--- src/rtl/axis_bram_fifo_reader.sv ---
`default_nettype none
// ============================================================================
// Module      : axis_bram_fifo_reader
// Description : Read-side controller of a BRAM-backed AXI-Stream FIFO. It
//               issues one-cycle RAM reads and absorbs the read latency in a
//               2-entry output buffer. Optional AXIS_BRAM_FIFO_READER_LEVEL_EN
//               adds a registered rd_level_o occupancy output.
// Revision    : 1.0 - initial release
// ============================================================================
module axis_bram_fifo_reader #(
  parameter int DATA_WIDTH    = 16,
  parameter int ADDRESS_WIDTH = 5
) (
  input  logic                     clk,
  input  logic                     resetn,
  input  logic [ADDRESS_WIDTH:0]   wr_ptr_i,
  output logic [ADDRESS_WIDTH:0]   rd_ptr_o,
  output logic                     reb,
  output logic [ADDRESS_WIDTH-1:0] addrb,
  input  logic [DATA_WIDTH-1:0]    doutb,
  output logic                     m_axis_tvalid,
  input  logic                     m_axis_tready,
  output logic [DATA_WIDTH-1:0]    m_axis_tdata
`ifdef AXIS_BRAM_FIFO_READER_LEVEL_EN
  ,
  output logic [ADDRESS_WIDTH+1:0] rd_level_o
`endif
);

  logic [ADDRESS_WIDTH:0]  r_rd_ptr;
  logic                    r_in_flight;
  logic [1:0]              r_stored;
  logic [DATA_WIDTH-1:0]   r_head;
  logic [DATA_WIDTH-1:0]   r_skid;

  logic                    w_empty;
  logic                    w_pop;
  logic [2:0]              w_after;
  logic                    w_to_head;

  assign w_empty = (wr_ptr_i == r_rd_ptr);
  assign w_pop   = m_axis_tvalid & m_axis_tready;

  // Buffer occupancy after this edge if no new read is issued; stored plus
  // in-flight never exceeds 2, so a read is only issued when a slot is free.
  assign w_after = {1'b0, r_stored} + {2'b00, r_in_flight} - {2'b00, w_pop};
  assign reb     = !w_empty && (w_after < 3'd2);

  assign w_to_head = (r_stored == 2'd0) || (w_pop && (r_stored == 2'd1));

  assign rd_ptr_o      = r_rd_ptr;
  assign addrb         = r_rd_ptr[ADDRESS_WIDTH-1:0];
  assign m_axis_tvalid = (r_stored != 2'd0);
  assign m_axis_tdata  = r_head;

  always_ff @(posedge clk or negedge resetn) begin
    if (!resetn) begin
      r_rd_ptr    <= '0;
      r_in_flight <= 1'b0;
      r_stored    <= 2'd0;
      r_head      <= '0;
      r_skid      <= '0;
    end else begin
      r_in_flight <= reb;
      r_stored    <= w_after[1:0];
      if (reb) begin
        r_rd_ptr <= r_rd_ptr + 1'b1;
      end
      if (r_in_flight) begin
        if (w_to_head) begin
          r_head <= doutb;
        end else begin
          r_skid <= doutb;
        end
      end else if (w_pop && (r_stored == 2'd2)) begin
        r_head <= r_skid;
      end
    end
  end

`ifdef AXIS_BRAM_FIFO_READER_LEVEL_EN
  localparam int c_lvl_w = ADDRESS_WIDTH + 2;

  logic [ADDRESS_WIDTH:0]  w_ram_occ;
  logic [c_lvl_w-1:0]      r_level;

  assign w_ram_occ  = wr_ptr_i - r_rd_ptr;
  assign rd_level_o = r_level;

  always_ff @(posedge clk or negedge resetn) begin
    if (!resetn) begin
      r_level <= '0;
    end else begin
      r_level <= c_lvl_w'(w_ram_occ) + c_lvl_w'(r_stored) + c_lvl_w'(r_in_flight);
    end
  end
`endif

endmodule
`default_nettype wire
--- config.mk ---
export PLATFORM = sky130hd
export DESIGN_NAME = axis_bram_fifo_reader
export DESIGN_NICKNAME = d
export VERILOG_FILES = /design/src/rtl/axis_bram_fifo_reader.sv
export SDC_FILE = /design/constraint.sdc
export NUM_CORES = 1
export LEC_CHECK = 0
export ABC_AREA = 1
export BUFFER_PORTS_ARGS = -buffer_cell sky130_fd_sc_hd__buf_2
export CAP_MARGIN = 10
export CELL_PAD_IN_SITES_DETAIL_PLACEMENT = 0
export CELL_PAD_IN_SITES_GLOBAL_PLACEMENT = 2
export CORE_ASPECT_RATIO = 0.6
export CORE_MARGIN = 2
export CORE_UTILIZATION = 27
export DETAILED_ROUTE_END_ITERATION = 6
export HOLD_SLACK_MARGIN = 0.1
export PLACE_DENSITY = 0.87
export SLEW_MARGIN = 20
export SYNTH_ARGS = -nofsm -noshare
export SYNTH_HDL_FRONTEND = slang
export SYNTH_SLANG_ARGS = --single-unit
--- constraint.sdc ---
create_clock -name clk -period 2.1 [get_ports clk]
set_input_delay 0.42 -clock clk [delete_from_list [all_inputs] [get_ports clk]]
set_output_delay 0.42 -clock clk [all_outputs]
set_load 0.01 [all_outputs]
==> Word-level counts from Yosys, hierarchy flattened <==
Index checks and enable logic that the tools add are counted.
{ "totals": {"regBits": 41} }
{ "op_classes": {"add_sub_neg": 3, "magnitude_cmp": 1, "n_eq_ne": 4, "n_mux": 3, "n_bitwise": 2, "n_reduce_logical": 10} }
{ "ops": {"columns": ["operator", "count"], "rows": [
  ["2-to-1 mux 16 bit", 3],
  ["adder 6 x 1 -> 6 bit, second input constant", 1],
  ["== test 6 bit", 1],
  ["AND reduction 2 bit", 2],
  ["nonzero test 2 bit", 2],
  ["adder 2 x 1 -> 3 bit", 1],
  ["logical AND 1 bit", 3],
  ["less-than comparator 3 x 2 -> 1 bit, second input constant", 1],
  ["subtractor 3 x 1 -> 3 bit", 1],
  ["== test 2 x 1 -> 1 bit, second input constant", 1],
  ["== test 2 bit, second input constant", 1],
  ["zero test 2 bit", 1],
  ["inequality test 2 x 1 -> 1 bit, second input constant", 1],
  ["AND 1 bit", 1],
  ["zero test 1 bit", 1],
  ["logical OR 1 bit", 1],
  ["inverter 1 bit", 1]
]} }

==> Logic depth before layout (Yosys ltp) <==
Gate-level depths: netlist (run 1).
{ "depth": {"depth_word": 6, "mapped_depth": 11, "ltp_nobuf": 11} }

==> Worst setup path after synthesis (run 1) <==
Ideal clock, no wire load.
{ "synth_timing": {"path_kind": "register -> output", "start": "reg r_stored[1]", "end": "out reb", "arrival_time_ps": 1963, "t_required_ps": 1680, "path_slack_ps": -283, "stages_incl_launch_ff": 11, "path_cell_list": "dfrtp_1 nor2_1 nor2_1 ha_1 inv_1 ha_1 fa_1 xnor2_1 nor2_4 nand2_4 inv_1"} }
{ "synth_via": {"elab_chain_len": 5} }
{ "synth_lines": {"columns": ["item", "line_no", "text"], "rows": [
  ["start: declaration", "32", "logic [1:0] r_stored;"],
  ["start signal: assignment", "65", "r_stored <= w_after[1:0];"],
  ["parallel branches: the longest is 2 deep, another holds adder 2 x 1 -> 3 bit", null, null],
  ["subtractor 3 x 1 -> 3 bit *", "46", "assign w_after = {1'b0, r_stored} + {2'b00, r_in_flight} - {2'b00, w_pop};"],
  ["less-than comparator 3 x 2 -> 1 bit *", "47", "assign reb = !w_empty && (w_after < 3'd2);"],
  ["logical AND 1 bit *", "47", null],
  ["end: declaration", "18", "output logic reb,"]
]} }
Mark *: on every way between the ends.

==> Worst setup path after layout (run 1) <==
{ "layout_timing": {"start": "reg r_stored[0]", "end": "out reb"} }
Same word-level chain as after synthesis.

==> qor.csv, run 1 <==
stage,metric,value,unit
final_layout,finalNonFillerCells,437,
flow_run,drv_cap,0,
power,vdd_drop_max,0.547,mV
setup_path,worstSetupPathType,reg2out,
grt,grt_max_degree,33,
setup_path,worstPathArrival,2.18,ns
sta,finalClockSkew,0.00559,ns
setup_path,cp-start-kind,flip-flop,
clock_network,cts_hold_buffers,0,
logic_synthesis,ys_seq_area_share,47.5,%
grt,grt_pass1_wl,7590,um
sta,min_period_over_period,124,%
sta,setup_viol,7,
logic_synthesis,netlist_area,2160,sq um
placed_design,hpwl,3260,um
final_layout,fin_nets,357,
sta,max_freq,385,MHz
logic_synthesis,ys_ff_latch,41,
clock_network,clockRootBuffer,clkbuf_16,
sta,hold_viol,0,
clock_network,clock-sinks,41,
sta,finalMaxSlewViolations,0,
placed_design,numPortBuffers,53,
logic_synthesis,yosys.area.top_type,dfrtp_1,
sta,grt_setup_unrepaired,true,
grt,grt_pass1_vias,1618,
sta,slew_headroom,68.0,%
clock_network,clkTransAtPathRegs,0.06,ns
final_layout,finish.utilization,35.8,%
power,power,4.48,mW
drt,drt-initial-drc-count,44,
floorplanning,fp.coreArea,7820,sq um
floorplanning,die_height,73.3,um
run_status,status,finished with violations,
drt,wl_per_cell,10.3,um
setup_path,cp_max_fo,3,
placed_design,placedCellCount,427,
placed_design,gp_congestion,0.709,
final_layout,postLayoutCellArea,2800,sq um
logic_synthesis,postSynthAreaPerCell,8.04,sq um
drt,drc,0,
sta,timing.final.ws_setup,-0.496,ns
drt,antenna_left,0,
grt,grt_use_total,11.0,%
sta,period_minus_slack,2.60,ns
logic_synthesis,yosys_warnings,0,
logic_synthesis,ys_types,24,
grt,gr-total-overflow,0,
logic_synthesis,synth_nets,298,
setup_path,worst_setup_path_end_kind,output pin,
clock_network,cts_tree,yes,
drt,drt_wl_total,4500,um
clock_network,cts_made_buffers,5,
grt,antenna_found_initial,0,
logic_synthesis,ys_top_cells_by_area,"dfrtp_1 (47%), nand2_1 (14%), inv_1 (9.0%)",
floorplanning,dieArea,8760,sq um
drt,first_pass_iters,5,
logic_synthesis,syn_inst,269,
final_layout,syn2layout_area_growth,29.6,%
drt,vias,1741,
clock_network,clock_path_buffers,2,
hold_path,hold_class,in2async,
power,p_per_area,1600,nW/um^2
placed_design,dpl_cell_area,2590,sq um
floorplanning,start_util,27.6,%
drt,viasPerCell,3.98,
floorplanning,top_level_ports,54,
clock_network,cts_max_level,2,
power,leakage,1.53,nW
floorplanning,fp.dieW,120,um
floorplanning,fp-row-count,25,
run_status,violations,setup timing,
logic_synthesis,yosysTopAreaCellShare,47.5,%
sta,tightest_slew,0.481,ns
setup_path,required,1.68,ns
final_layout,antenna_cells,0,
final_layout,drive_gt1_share,31.6,%
clock_network,clkLatencyLatePin,0.28,ns
what timing repair did:
item | CTS | global route
pin swaps | 6 | 6
setup endpoints to repair | 7 | 8
setup buffers | 4 | 2
gates resized for setup | 2 | 1
worst max-delay path, stage by stage, from the launching register on:
cell	delay (ns)
dfrtp_1	0.40
nor2_2	0.13
nor2_1	0.05
ha_1	0.26
inv_1	0.04
ha_2	0.16
fa_2	0.35
xnor2_2	0.16
nor2_4	0.14
nand2_4	0.06
inv_2	0.06
buf_6	0.09
final cells by class:
cell class                      instances  area [sq um]
Clock buffer                            5           125
Tap cell                              108           135
Sequential cell                        41          1030
Fill cell                             849          5020
Multi-Input combinational cell        160           853
Timing Repair Buffer                   66           394
Inverter                               54           203
Clock inverter                          3          65.1
cells by family after synthesis:
kind of cell / share of synthesized area, %
DFF: 47.5
adders and majority gates: 2.66
buffers and inverters: 13.9
and+or+nand+nor: 19.7
AOI/OAI and AO/OA: 14.7
xor gates and xnor gates: 1.62
worst paths after layout:
path / depth (start not counted) / endpoint / start / slack [ns]
hold reg to reg: 2 / r_skid[8]$_DFFE_PN0P_ / r_skid[8]$_DFFE_PN0P_ / 0.49
min in group clk: 3 / r_skid[0]$_DFFE_PN0P_ / doutb[0] / 0.38
max in group asynchronous: 2 / r_stored[1]$_DFF_PN0_ / resetn / 1.51
hold / removal: 1 / m_axis_tdata[15]$_DFFE_PN0P_ / resetn / 0.1
setup / recovery: 11 / reb / r_stored[0]$_DFF_PN0_ / -0.50
setup reg to reg: 12 / rd_ptr_o[3]$_DFFE_PN0P_ / r_stored[0]$_DFF_PN0_ / -0.03
cell usage after synthesis (all sizes together):
master  instances
o21ai          48
nand3          10
xor2            3
buf            11
xnor2           1
nand2          81
fa              1
dfrtp          41
ha              3
inv            54
nand4           1
clkbuf          3
nor2           10
a21oi           2
layer usage:
metal | GRT usage (%) | share of wire (%) | vias to the layer above
met2 | 16.8 | 41 | 42
met1 | 15.6 | 52 | 765
li1 | - | - | 932
met4 | 1.96 | 0.16 | 0
met5 | 0 | 0 | -
met3 | 3.42 | 5.9 | 2
where the power goes:
group | switching, mW | internal, mW | total [mW]
clock network | 0.301 | 0.679 | 0.980
registers | 0.228 | 1.14 | 1.37
logic | 1.19 | 0.942 | 2.13
through the flow:
| stage | hold WS [ns] | TNS (ns) | worst slack (ns) |
|---|---|---|---|
| after global routing | 0.121 | -1.39 | -0.599 |
| after floorplan | 0.124 | -0.215 | -0.215 |
| after detailed placement | 0.414 | -1.23 | -0.350 |
| final | 0.0953 | -0.636 | -0.496 |
| after global placement | 0.407 | -0.761 | -0.290 |
| after CTS | 0.109 | -0.803 | -0.524 |
sequential cells by signal (all words and copies together) (netlist names):
name and flops:
r_in_flight 1, rd_ptr_o 6, r_stored 2, m_axis_tdata 16, r_skid 16
cell usage in the layout (no fill, tap or decap), types with 2 or more instances in the layout:
cell and instances:
inv_1 51, nand2_1 79, o21ai_1 17, inv_2 3, o21ai_2 14, nand3_2 2
buf_12 2, clkbuf_16 5, bufinv_16 2, nand3_1 8, nor2_2 2, xor2_1 3
buf_4 11, o21ai_0 17, nor2_1 7, buf_2 52, ha_1 2, dfrtp_1 40
Power figures use the tool's default switching activity.
==> run 2, diff against run 1 <==
Settings changed: ABC_AREA 1 to unset, CORE_UTILIZATION 27 to 31, PLACE_DENSITY 0.87 to 0.86.
==> qor.csv, run 2 <==
stage,metric,value,unit
final_layout,drive_gt1_share,68.9,%
drt,drc,0,
flow_run,drv_cap,0,
floorplanning,die_height,66.3,um
drt,viasPerCell,4.36,
logic_synthesis,ys_ff_latch,41,
sta,finalClockSkew,0.00296,ns
logic_synthesis,synth_edf_count,0,
placed_design,gp_congestion,0.719,
sta,min_period_over_period,127,%
power,p_sw,1.59,mW
final_layout,antenna_cells,0,
placed_design,dp_slack,-0.348,ns
grt,gr-total-overflow,0,
clock_network,clkTransAtPathRegs,0.07,ns
logic_synthesis,postSynthAreaPerCell,14.5,sq um
sta,max_freq,376,MHz
final_layout,fill_cells,571,
logic_synthesis,yosys_warnings,0,
final_layout,fin_nets,240,
drt,wl_per_cell,13.6,um
logic_synthesis,yosysMostFrequentCell,dfrtp_1,
logic_synthesis,yosys.area.top_type,dfrtp_1,
drt,drt-initial-drc-count,24,
power,p_int,3.30,mW
run_status,violations,setup timing,
logic_synthesis,ys_seq_area_share,51.2,%
sta,timing.final.ws_setup,-0.562,ns
drt,first_pass_iters,4,
clock_network,cts_tree,yes,
logic_synthesis,async_flop_share,100,%
clock_network,cts_max_level,2,
setup_path,required,1.68,ns
sta,setup_viol,8,
setup_path,worst_setup_path_end_kind,output pin,
grt,grt_max_degree,26,
grt,antenna_found_initial,0,
floorplanning,top_level_ports,54,
power,leakage,1.27,nW
power,seq_power_share,30.1,%
logic_synthesis,synthTopCellsByCount,"dfrtp_1 (41), mux2_2 (39), xnor2_1 (12), mux2_4 (10), buf_4 (5)",
power,p_per_area,1830,nW/um^2
grt,grt_pass1_vias,1334,
placed_design,hpwl,2820,um
final_layout,final_cell_mix,"buf_2 (52), dfrtp_1 (41), mux2_2 (38)",
sta,tightest_slew,0.543,ns
floorplanning,start_util,32.4,%
sta,whs,0.116,ns
clock_network,clock-sinks,41,
run_status,status,finished with violations,
logic_synthesis,ys_top_cells_by_area,"dfrtp_1 (51%), mux2_2 (22%), mux2_4 (7.5%)",
sta,period_minus_slack,2.66,ns
final_layout,syn2layout_area_growth,33.6,%
clock_network,cts_made_buffers,5,
setup_path,worstSetupPathType,reg2out,
sta,hold_viol,0,
sta,grt_setup_unrepaired,true,
sta,finalMaxSlewViolations,0,
grt,grt_use_total,12.7,%
floorplanning,fp-row-count,22,
clock_network,clkLatencyLatePin,0.28,ns
setup_path,cp-start-kind,flip-flop,
power,clockPowerShare,13.1,%
power,p_comb_share,56.7,%
setup_path,cp_max_fo,2,
final_layout,final_common_cell,buf_2,
clock_network,clock_path_buffers,2,
drt,drt_wl_total,4010,um
floorplanning,dieArea,7150,sq um
floorplanning,fp.dieW,108,um
clock_network,clockRootBuffer,clkbuf_8,
power,vdd_drop_max,0.854,mV
drt,antenna_left,0,
logic_synthesis,synth_nets,167,
logic_synthesis,ys_types,22,
setup_path,worstPathArrival,2.24,ns
drt,vias,1291,
floorplanning,fp.coreArea,6190,sq um
logic_synthesis,ys.flop_type,dfrtp_1,
logic_synthesis,yosysTopAreaCellShare,51.2,%
logic_synthesis,netlist_area,2010,sq um
sta,slew_headroom,63.8,%
sta,setup_tns,-2.84,ns
hold_path,hold_class,in2async,
power,sw_frac_of_total,32.6,%
grt,grt_pass1_wl,6820,um
placed_design,numPortBuffers,53,
clock_network,cts_hold_buffers,0,
logic_synthesis,syn_inst,138,
-- run 2: layer usage --
layer	routed length (um)	share of wire [%]	GRT usage (%)	up-vias
met4	33	0.82	4.33	0
met5	0	0	0	-
li1	-	-	-	622
met1	2050	51	18.5	641
met2	1770	44	18.5	26
met3	150	3.7	2.66	2
-- run 2: through the flow --
step           instances  power, mW  utilization [%]  instance area (sq um)
6_report             296       4.89             43.3                   2680
4_1_cts              299       5.07             43.7                   2710
5_1_grt              296       5.31             43.3                   2680
2_1_floorplan        138       3.00                -                   2020
3_5_place_dp         279       3.68             39.0                   2410
3_3_place_gp         279       3.64             39.0                   2410
-- run 2: power by group through the flow --
stage / clock (mW) / sequential [mW] / combinational (mW)
2_1_floorplan: 0 / 1.54 / 1.45
3_3_place_gp: 0 / 1.46 / 2.17
6_report: 0.641 / 1.47 / 2.77
5_1_grt: 0.722 / 1.53 / 3.06
4_1_cts: 0.678 / 1.47 / 2.92
3_5_place_dp: 0 / 1.48 / 2.20
-- run 2: final timing paths --
check / from / to / slack, ns / cells past startpoint
hold reg to reg: r_skid[4]$_DFFE_PN0P_ / r_skid[4]$_DFFE_PN0P_ / 0.50 / 1
setup / recovery: r_stored[1]$_DFF_PN0_ / reb / -0.56 / 12
max in group asynchronous: resetn / m_axis_tdata[8]$_DFFE_PN0P_ / 1.43 / 2
min in group clk: doutb[11] / r_skid[11]$_DFFE_PN0P_ / 0.38 / 2
hold / removal: resetn / m_axis_tdata[7]$_DFFE_PN0P_ / 0.12 / 1
setup reg to reg: r_stored[1]$_DFF_PN0_ / r_in_flight$_DFF_PN0_ / -0.47 / 17
-- run 2: timing repair --
item / 4_1_cts / 5_1_grt
pin swaps: 9 / 9
setup endpoints to repair: 8 / 8
resized for setup: 19 / 5
cloned: 0 / 0
setup buffers: 20 / 6
-- run 2: layout make-up --
| class | instances | area, sq um | share of cell area [%] |
|---|---|---|---|
| sequential | 41 | 1030 | 38.3 |
| timing repair buffer | 75 | 467 | 17.4 |
| clock buffer | 7 | 86.3 | 3.22 |
| clock inverter | 1 | 30.0 | 1.12 |
| inverter | 5 | 18.8 | 0.701 |
| multi-input combinational | 83 | 946 | 35.3 |
| tap | 84 | 105 | 3.92 |
-- run 2: cells by family (layout without fill, tap and decap cells) --
| kind of cell | after synthesis | after routing | synth area share, % |
|---|---|---|---|
| AOI/OAI and AO/OA | 6 | 6 | 2.81 |
| buffers and inverters | 14 | 88 | 4.43 |
| DFF | 41 | 41 | 51.2 |
| adders and majority gates | 4 | 4 | 2.87 |
| muxes | 49 | 49 | 29.4 |
| and+or+nand+nor | 12 | 12 | 4.12 |
| xor gates and xnor gates | 12 | 12 | 5.24 |
-- run 2: worst max-delay path, cell delays in order, from the launching register on --
cell     delay, ns
dfrtp_1       0.39
inv_2         0.07
nand2_2       0.06
and2_4        0.14
ha_4          0.26
inv_2         0.04
ha_4          0.14
fa_2          0.35
xnor2_2       0.16
nor2_4        0.13
o21ai_2       0.07
inv_2         0.07
buf_6         0.09
==> run 3, diff against run 2 <==
Settings changed: REMOVE_ABC_BUFFERS set to 1.
==> qor.csv, run 3 (synthesis results as in run 2) <==
stage,metric,value,unit
run_status,violations,setup timing,
floorplanning,die_height,66.3,um
placed_design,placedCellCount,278,
final_layout,final_common_cell,buf_2,
power,p_per_area,1800,nW/um^2
drt,antenna_left,0,
clock_network,cts_made_buffers,5,
floorplanning,fp.coreArea,6190,sq um
clock_network,clkLatencyLatePin,0.29,ns
sta,timing.final.ws_setup,-0.577,ns
drt,wl_per_cell,13.3,um
sta,whs,0.136,ns
placed_design,dp_slack,-0.441,ns
placed_design,hpwl,2850,um
setup_path,required,1.68,ns
hold_path,hold_class,in2async,
grt,antenna_found_initial,0,
final_layout,antenna_cells,0,
setup_path,critPathTopFamily,adder cells,
setup_path,worstSetupPathType,reg2out,
run_status,status,finished with violations,
floorplanning,dieArea,7150,sq um
placed_design,numPortBuffers,53,
setup_path,crit_buf_inv,4,
drt,drt_wl_total,4050,um
setup_path,cp_max_fo,2,
setup_path,path_cells,inv_2 > nand2_2 > and2_4 > ha_4 > inv_2 > ha_4 > fa_2 > nor2_4 > o21ai_2 > inv_2 > buf_2,
final_layout,fill_cells,593,
clock_network,cts_tree,yes,
sta,finalMaxSlewViolations,0,
setup_path,crit_path_frequent_cell,inv_2,
sta,setup_tns,-1.84,ns
grt,grt_pass1_wl,7040,um
floorplanning,top_level_ports,54,
sta,min_period_over_period,127,%
floorplanning,fp.dieW,108,um
setup_path,cp-start-kind,flip-flop,
drt,vias,1302,
power,vdd_drop_max,0.609,mV
final_layout,syn2layout_area_growth,36.2,%
sta,slew_headroom,58.8,%
sta,setup_viol,9,
sta,tightest_slew,0.618,ns
drt,drc,0,
floorplanning,start_util,32.4,%
grt,grt_use_total,12.9,%
setup_path,worstPathArrival,2.26,ns
grt,gr-total-overflow,0,
drt,viasPerCell,4.30,
power,leakage,1.30,nW
placed_design,gp_congestion,0.711,
clock_network,cts_max_level,2,
clock_network,clockRootBuffer,clkbuf_8,
setup_path,max_stage_delay,0.55,ns
grt,grt_max_degree,28,
sta,grt_setup_unrepaired,true,
final_layout,finalNonFillerCells,303,
sta,hold_viol,0,
sta,max_freq,374,MHz
floorplanning,fp-row-count,22,
power,power,4.91,mW
final_layout,drive_gt1_share,70.3,%
clock_network,clock-sinks,41,
final_layout,final_cell_mix,"buf_2 (52), dfrtp_1 (41), mux2_2 (39)",
setup_path,worst_setup_path_end_kind,output pin,
clock_network,clock_path_buffers,2,
flow_run,drv_cap,0,
sta,period_minus_slack,2.68,ns
grt,grt_pass1_vias,1402,
drt,first_pass_iters,4,
drt,drt-initial-drc-count,21,
clock_network,clkTransAtPathRegs,0.08,ns
setup_path,slowest_stage,fa_2,
final_layout,fin_nets,247,
sta,finalClockSkew,0.00730,ns
==> run 3: changes by cell type in the layout (fill, tap and decap cells not counted) <==
cell	previous run	this run
mux2_2	38	39
xnor2_1	11	10
buf_4	14	22
buf_6	9	8
xnor2_2	1	2
mux2_4	11	10
==> run 3: area by class of cell <==
class | count | area [sq um] | share of cell area [%]
clock buffers | 7 | 86.3 | 3.16
clock inverters | 1 | 30.0 | 1.10
inverters | 5 | 18.8 | 0.687
multi-input cells | 83 | 950 | 34.8
flip-flops and latches | 41 | 1030 | 37.6
well taps | 84 | 105 | 3.85
repair buffers | 82 | 515 | 18.9
==> run 3: path summary, 6_finish.rpt <==
kind,cells past startpoint,slack (ns),to,from
max in group asynchronous,2,1.39,r_skid[8]$_DFFE_PN0P_,resetn
worst max register to register,16,-0.46,r_in_flight$_DFF_PN0_,r_stored[0]$_DFF_PN0_
worst min-delay path,1,0.14,m_axis_tdata[3]$_DFFE_PN0P_,resetn
worst min register to register,1,0.50,r_skid[10]$_DFFE_PN0P_,r_skid[10]$_DFFE_PN0P_
worst max-delay path,11,-0.58,reb,r_stored[0]$_DFF_PN0_
min in group clk,2,0.37,r_skid[6]$_DFFE_PN0P_,doutb[6]
==> run 3: timing repair <==
item                                    CTS  global route
endpoints found under the setup margin    8             9
pin swaps                                 9             5
buffers inserted                         22             2
resized for setup                        17             5
hold buffers                              0             0
cloned                                    0             0
==> run 3: power breakdown <==
part	total (mW)	internal (mW)	switching, mW
Combinational	2.78	1.71	1.07
Clock	0.657	0.388	0.269
Sequential	1.47	1.21	0.266
==> run 3: routing by layer <==
layer	part of all wire, %	GRT usage [%]	wire, um
met5	0	0	0
met4	0.52	3.37	21
met3	3.5	3.25	142
met2	40	18.3	1630
met1	56	19.4	2250
==> run 3: per-stage QoR <==
step / util [%] / instance area [sq um]
2_1_floorplan: - / 1940
3_3_place_gp: 38.7 / 2400
3_5_place_dp: 38.7 / 2400
4_1_cts: 44.0 / 2730
5_1_grt: 44.1 / 2730
6_report: 44.1 / 2730
